**config.mk**
```make
export PLATFORM = sky130hd
export DESIGN_NAME = rx_demux
export DESIGN_NICKNAME = d
export VERILOG_FILES = /design/src/rtl/rx_demux_pkg.sv /design/src/rtl/rx_lock_fsm.sv /design/src/rtl/rx_demux.sv
export SDC_FILE = /design/constraint.sdc
export NUM_CORES = 1
export LEC_CHECK = 0
export BUFFER_PORTS_ARGS = -buffer_cell sky130_fd_sc_hd__buf_2
export CORE_UTILIZATION = 40
export DETAILED_ROUTE_END_ITERATION = 7
export PLACE_DENSITY = 0.59
export SLEW_MARGIN = 20
export SYNTH_ARGS = -nofsm -noshare
export SYNTH_HDL_FRONTEND = slang
export SYNTH_SLANG_ARGS = --single-unit
```
**constraint.sdc**
```tcl
create_clock -name CLK -period 2.4 [get_ports CLK]
set_input_delay 0 -clock CLK [delete_from_list [all_inputs] [get_ports CLK]]
set_output_delay 0 -clock CLK [all_outputs]
set_load 0.02 [all_outputs]
```
**src/rtl/rx_demux_pkg.sv**
```systemverilog
// Shared definitions for the symbol receive demux: lock FSM encoding and
// the default alignment / skip symbol values.
package rx_demux_pkg;

    typedef enum logic [1:0] {
        ST_IDLE    = 2'd0,
        ST_SYNC    = 2'd1,
        ST_ALIGNED = 2'd2
    } rx_state_e;

    localparam logic [7:0] COM_SYM   = 8'hBC;
    localparam logic [7:0] SKP_SYM   = 8'h1C;
    localparam int         GAP_LIMIT = 4;

endpackage

```
**src/rtl/rx_lock_fsm.sv**
```systemverilog
// Comma detection and lock tracking: counts consecutive valid COM symbols to
// acquire alignment and drops lock after GAP_LIMIT idle cycles.
module rx_lock_fsm
    import rx_demux_pkg::*;
#(
    parameter int               WIDTH      = 8,
    parameter logic [WIDTH-1:0] COM        = WIDTH'(COM_SYM),
    parameter int               LOCK_COUNT = 2
) (
    input  logic             clk,
    input  logic             rst,
    input  logic [WIDTH-1:0] sym,
    input  logic             sym_valid,
    output rx_state_e        state,
    output logic             locked
);

    localparam int             CW       = $clog2(LOCK_COUNT + 1);
    localparam logic [CW-1:0]  LOCK_MAX = CW'(LOCK_COUNT);
    localparam logic [2:0]     GAP_MAX  = 3'(GAP_LIMIT);

    rx_state_e     state_next;
    logic [CW-1:0] com_cnt, com_cnt_next;
    logic [2:0]    gap_cnt, gap_cnt_next;
    logic          is_com;

    assign is_com = (sym == COM);

    always_ff @(posedge clk or posedge rst) begin
        if (rst) begin
            state   <= ST_IDLE;
            com_cnt <= '0;
            gap_cnt <= '0;
            locked  <= 1'b0;
        end else begin
            state   <= state_next;
            com_cnt <= com_cnt_next;
            gap_cnt <= gap_cnt_next;
            locked  <= (state_next == ST_ALIGNED);
        end
    end

    always_comb begin
        state_next   = state;
        com_cnt_next = com_cnt;
        gap_cnt_next = gap_cnt;
        // The gap count only has meaning while aligned; start each lock fresh.
        if (state != ST_ALIGNED) gap_cnt_next = '0;
        if (sym_valid) begin
            case (state)
                ST_IDLE: begin
                    if (is_com) begin
                        com_cnt_next = CW'(1);
                        state_next   = (LOCK_COUNT <= 1) ? ST_ALIGNED : ST_SYNC;
                    end
                end
                ST_SYNC: begin
                    if (!is_com) begin
                        com_cnt_next = '0;
                        state_next   = ST_IDLE;
                    end else if (com_cnt >= LOCK_MAX - 1'b1) begin
                        com_cnt_next = LOCK_MAX;
                        state_next   = ST_ALIGNED;
                    end else begin
                        com_cnt_next = com_cnt + 1'b1;
                    end
                end
                ST_ALIGNED: gap_cnt_next = '0;
                default:    state_next   = ST_IDLE;
            endcase
        end else if (state == ST_ALIGNED) begin
            if (gap_cnt >= GAP_MAX - 1'b1) begin
                gap_cnt_next = GAP_MAX;
                com_cnt_next = '0;
                state_next   = ST_IDLE;
            end else begin
                gap_cnt_next = gap_cnt + 1'b1;
            end
        end
    end

endmodule

```
**src/rtl/rx_demux.sv**
```systemverilog
// Receive demux: strips COM/SKP framing from an aligned symbol stream and
// forwards payload symbols with one cycle of registered latency.
module rx_demux
    import rx_demux_pkg::*;
#(
    parameter int               WIDTH      = 8,
    parameter logic [WIDTH-1:0] COM        = WIDTH'(COM_SYM),
    parameter logic [WIDTH-1:0] SKP        = WIDTH'(SKP_SYM),
    parameter int               LOCK_COUNT = 2
) (
    input  logic             CLK,
    input  logic             RESET,
    input  logic [WIDTH-1:0] Rx_buffer,
    input  logic             VALID,
    output logic             VALID_OUT,
    output logic [WIDTH-1:0] DATA,
    output logic             LOCKED
);

    // VALID qualifies Rx_buffer for the current cycle only; there is no
    // backpressure. VALID_OUT qualifies DATA exactly one cycle after sampling.
    rx_state_e lock_state;
    logic      fwd;

    rx_lock_fsm #(
        .WIDTH      (WIDTH),
        .COM        (COM),
        .LOCK_COUNT (LOCK_COUNT)
    ) u_lock_fsm (
        .clk       (CLK),
        .rst       (RESET),
        .sym       (Rx_buffer),
        .sym_valid (VALID),
        .state     (lock_state),
        .locked    (LOCKED)
    );

    assign fwd = VALID && (lock_state == ST_ALIGNED) &&
                 (Rx_buffer != COM) && (Rx_buffer != SKP);

    always_ff @(posedge CLK or posedge RESET) begin
        if (RESET) begin
            VALID_OUT <= 1'b0;
            DATA      <= '0;
        end else begin
            VALID_OUT <= fwd;
            if (fwd) DATA <= Rx_buffer;
        end
    end

endmodule

```
==> flow_summary.html <==
<table>
<tr><th>Metric</th><th>Value</th></tr>
<tr><th colspan="2">STA</th></tr>
<tr><td>Number of hold violations in the final report</td><td>0</td></tr>
<tr><td>Total negative slack for setup checks</td><td>0 ps</td></tr>
<tr><td>Final period utilization</td><td>0.720</td></tr>
<tr><td>Unrepaired setup endpoints after global routing</td><td>no</td></tr>
<tr><td>Total of endpoints with negative setup slack in the final report</td><td>0</td></tr>
<tr><td>Worst Clk Skew</td><td>roughly 5.3 ps</td></tr>
<tr><td>Max Clock Freq</td><td>around 0.58 GHz</td></tr>
<tr><td>Worst-margin pin slew</td><td>~640 ps</td></tr>
<tr><td>Min Tclk post-route</td><td>1730 ps</td></tr>
<tr><td>Headroom to the max-slew limit</td><td>0.570</td></tr>
<tr><td>Count of pins over their slew limit</td><td>0</td></tr>
<tr><td>Post-route worst hold slack</td><td>94.8 ps</td></tr>
<tr><th colspan="2">Route</th></tr>
<tr><td>Remaining DRCs</td><td>0</td></tr>
<tr><td>Avg WL per Cell</td><td>12.5 um</td></tr>
<tr><td>Count of antenna-violating nets left after detailed routing</td><td>0</td></tr>
<tr><td>Iteration-0 DRC Markers</td><td>6</td></tr>
<tr><td>Routed wire length</td><td>1.62 mm</td></tr>
<tr><td>DR pass1 iterations</td><td>4</td></tr>
<tr><td>Routed via count divided by cell count</td><td>5.11</td></tr>
<tr><td>Total number of vias</td><td>664</td></tr>
<tr><th colspan="2">Global route</th></tr>
<tr><td>Largest net degree at the start of global routing</td><td>18</td></tr>
<tr><td>First-pass GRT wire length</td><td>2.60 mm</td></tr>
<tr><td>Vias in the first global route</td><td>slightly below 600</td></tr>
<tr><td>Number of antenna violations at the first check in global routing</td><td>0</td></tr>
<tr><td>Global-route usage over all layers</td><td>0.173</td></tr>
<tr><td>Total congestion overflow after global routing</td><td>0</td></tr>
<tr><th colspan="2">Critical path</th></tr>
<tr><td>CP endpoint kind</td><td>flop</td></tr>
<tr><td>CP top delay family</td><td>compound AO/OA/AOI/OAI gates</td></tr>
<tr><td>Arrival time at the worst endpoint</td><td>between 1500 and 2000 ps</td></tr>
<tr><td>Maximum fanout count along the critical path</td><td>5</td></tr>
<tr><td>Worst EP required</td><td>2640 ps</td></tr>
<tr><td>CP bufs+invs</td><td>1</td></tr>
<tr><td>Delay of the slowest critical-path stage</td><td>410 ps</td></tr>
<tr><td>Critical-path cell with the highest stage delay</td><td>sky130_fd_sc_hd__dfrtp_1</td></tr>
<tr><td>Crit-path cells</td><td>ha_1, ha_1, a211oi_1, buf_4, nor2_1, a311oi_1, a22o_1</td></tr>
<tr><td>Type of the worst setup path</td><td>flop to flop</td></tr>
<tr><td>Critical path launch point type</td><td>flop</td></tr>
<tr><td>Cell type with the highest occurrence count on the critical path</td><td>sky130_fd_sc_hd__ha_1</td></tr>
<tr><th colspan="2">Logic synthesis</th></tr>
<tr><td>Ranking of synthesized cells by area</td><td>sky130_fd_sc_hd__dfrtp_1 52%, sky130_fd_sc_hd__a22o_1 4.3%, sky130_fd_sc_hd__nand4bb_4 3.3%</td></tr>
<tr><td>Post-Synthesis Cells</td><td>71</td></tr>
<tr><td>Distinct cell type count after synthesis</td><td>31</td></tr>
<tr><td>Post-Syn Area per Cell</td><td>11.6 um^2</td></tr>
<tr><td>Syn. warnings</td><td>0</td></tr>
<tr><td>Number of synthesized flops with an enable pin</td><td>0</td></tr>
<tr><td>Post-synthesis sequential element count</td><td>17</td></tr>
<tr><td>Post-Syn Area</td><td>around 820 um^2</td></tr>
<tr><td>Leading register cell type out of synthesis</td><td>sky130_fd_sc_hd__dfrtp_1</td></tr>
<tr><td>Post-synth ARST share</td><td>1.00</td></tr>
<tr><td>Post-synth top area share</td><td>0.517</td></tr>
<tr><td>Number of nets in the synthesized netlist</td><td>84</td></tr>
<tr><td>Top cell type by total area after synthesis</td><td>sky130_fd_sc_hd__dfrtp_1</td></tr>
<tr><td>Sequential-to-total area share from yosys stat</td><td>0.517</td></tr>
<tr><th colspan="2">Floorplanning</th></tr>
<tr><td>Die Wd</td><td>around 47 um</td></tr>
<tr><td>Die Span Y</td><td>47.4 um</td></tr>
<tr><td>Core box area</td><td>approximately 2000 um^2</td></tr>
<tr><td>Initial Util</td><td>0.424</td></tr>
<tr><td>Die Area</td><td>2240 um^2</td></tr>
<tr><td>I/O pin cnt</td><td>21</td></tr>
<tr><td>Site row count</td><td>16</td></tr>
<tr><th colspan="2">Placement</th></tr>
<tr><td>Placed wire-length estimate after detailed placement</td><td>around 1.1 mm</td></tr>
<tr><td>Routability Congestion</td><td>0.668</td></tr>
<tr><td>Port Buffers</td><td>20</td></tr>
<tr><th colspan="2">Layout</th></tr>
<tr><td>Total area of sequential cells</td><td>around 430 um^2</td></tr>
<tr><td>Area of the multi-input gates</td><td>362 um^2</td></tr>
<tr><td>Layout area overhead</td><td>30.1%</td></tr>
<tr><td>Fillers</td><td>182</td></tr>
<tr><td>Share of final-layout standard cells stronger than drive strength 1</td><td>0.301</td></tr>
<tr><td>Count of antenna diodes in the layout</td><td>0</td></tr>
<tr><td>Commonest cells after routing, fill and taps aside</td><td>20 x sky130_fd_sc_hd__buf_2, 17 x sky130_fd_sc_hd__dfrtp_1, 9 x sky130_fd_sc_hd__dlygate4sd3_1, 7 x sky130_fd_sc_hd__inv_1</td></tr>
<tr><td>Number of nets in the layout</td><td>117</td></tr>
<tr><td>Most frequent standard cell in the layout excluding fill and tap cells</td><td>sky130_fd_sc_hd__buf_2</td></tr>
<tr><th colspan="2">Pwr</th></tr>
<tr><td>Worst IR Drop VDD</td><td>around 0.32 mV</td></tr>
<tr><td>Leakage power</td><td>0.552 nW</td></tr>
<tr><td>Power Dens Cells</td><td>482 nW/um^2</td></tr>
<tr><th colspan="2">CTS</th></tr>
<tr><td>Clock Latency Late Sink</td><td>290 ps</td></tr>
<tr><td>Post-cts repair resize count</td><td>0</td></tr>
<tr><td>Maximum clock insertion buffer count</td><td>2</td></tr>
<tr><td>Number of buffers created by CTS</td><td>3</td></tr>
<tr><td>Total clock sinks</td><td>17</td></tr>
<tr><td>Depth of the CTS H-tree</td><td>1</td></tr>
<tr><td>CTS tree</td><td>yes</td></tr>
<tr><td>Clock-pin transition on the worst setup and hold timing paths</td><td>90 ps</td></tr>
<tr><td>Cell chosen for the clock root</td><td>sky130_fd_sc_hd__clkbuf_4</td></tr>
<tr><th colspan="2">Worst hold path</th></tr>
<tr><td>Type of the tightest min-delay check</td><td>input port to flop</td></tr>
<tr><th colspan="2">Flow run</th></tr>
<tr><td>Max-cap violations</td><td>0</td></tr>
<tr><th colspan="2">Outcome</th></tr>
<tr><td>Status</td><td>complete, no violations</td></tr>
</table>
Yosys cell counts (2+ instances only):
cell type	n
sky130_fd_sc_hd__mux2i_1	2
sky130_fd_sc_hd__inv_1	7
sky130_fd_sc_hd__o21ai_0	4
sky130_fd_sc_hd__nand3b_1	2
sky130_fd_sc_hd__a21boi_0	2
sky130_fd_sc_hd__dfrtp_1	17
sky130_fd_sc_hd__nor2_1	3
sky130_fd_sc_hd__mux2_2	2
sky130_fd_sc_hd__o22ai_1	2
sky130_fd_sc_hd__buf_2	2
sky130_fd_sc_hd__nand2_1	2
sky130_fd_sc_hd__ha_1	2
sky130_fd_sc_hd__a22o_1	4
sky130_fd_sc_hd__nor3_1	3
kinds of logic (layout without fill, tap and decap cells):
| family | after synthesis | after routing | synth area share |
|---|---|---|---|
| AO/OA/AOI/OAI | 19 | 19 | 0.170 |
| AND/OR/NAND/NOR | 19 | 19 | 0.176 |
| flip-flops | 17 | 17 | 0.517 |
| buffers and inverters | 9 | 41 | 0.0441 |
| multiplexers | 4 | 4 | 0.0517 |
| adder cells (fa/ha/maj) | 2 | 2 | 0.0304 |
| XOR/XNOR | 1 | 1 | 0.0106 |
metal layers:
metal | global-route usage | vias to the layer above | routed length [um]
li1 | - | 327 | -
met1 | 0.231 | 320 | 730
met2 | 0.266 | 13 | 811
met3 | 0.0346 | 4 | 57
met4 | 0.0857 | 0 | 24
met5 | 0 | - | 0
timing repair:
item                                   in CTS  in global routing
hold buffers                                9                  0
endpoints found under the hold margin      25                  0
setup buffers                               0                  0
sequential cells by signal (all words and copies together) (netlist names):
name	count
DATA	8
u_lock_fsm.gap_cnt	3
u_lock_fsm.com_cnt	2
u_lock_fsm.state	2
VALID_OUT	1
u_lock_fsm.locked	1
final timing paths:
path / start / end / slack [ps] / cells after the start
max in group asynchronous: RESET / DATA[1] / 1650 / 3
hold reg to reg: u_lock_fsm.gap_cnt[2] / u_lock_fsm.gap_cnt[0] / 470 / 1
min in group asynchronous: RESET / u_lock_fsm.locked / 340 / 3
hold / removal: VALID / u_lock_fsm.state[1] / 90 / 4
setup reg to reg: u_lock_fsm.gap_cnt[0] / u_lock_fsm.com_cnt[0] / 670 / 7
setup / recovery: u_lock_fsm.gap_cnt[0] / u_lock_fsm.com_cnt[0] / 670 / 7
stage by stage:
step / cells / setup WS (ps) / cell area (um^2) / total power [mW] / utilization
after floorplan: 71 / 695 / 823 / 0.336 / -
final: 130 / 671 / 1070 / 0.517 / 0.552
after global routing: 130 / 547 / 1070 / 0.541 / 0.552
after detailed placement: 117 / 629 / 955 / 0.360 / 0.492
after CTS: 130 / 633 / 1070 / 0.522 / 0.552
after global placement: 117 / 681 / 955 / 0.359 / 0.492
layout make-up:
type,instances,area share
multi-input combinational,45,0.338
sequential,17,0.397
timing repair buffer,30,0.185
tap,27,0.0315
inverter,7,0.0245
clock buffer,4,0.0245
worst min-delay path: cells and delay by family:
kind	cells	cell delay (ps)
buffers and inverters	1	160
AO/OA/AOI/OAI	1	70
AND/OR/NAND/NOR	2	120
power breakdown:
| group | switching (mW) | internal (mW) | total, mW |
|---|---|---|---|
| Combinational | 0.0341 | 0.0320 | 0.0661 |
| Clock | 0.0855 | 0.0647 | 0.150 |
| Sequential | 0.00578 | 0.295 | 0.300 |
| Total | 0.125 | 0.391 | 0.517 |
No activity file was read; power rests on OpenSTA's default activity.
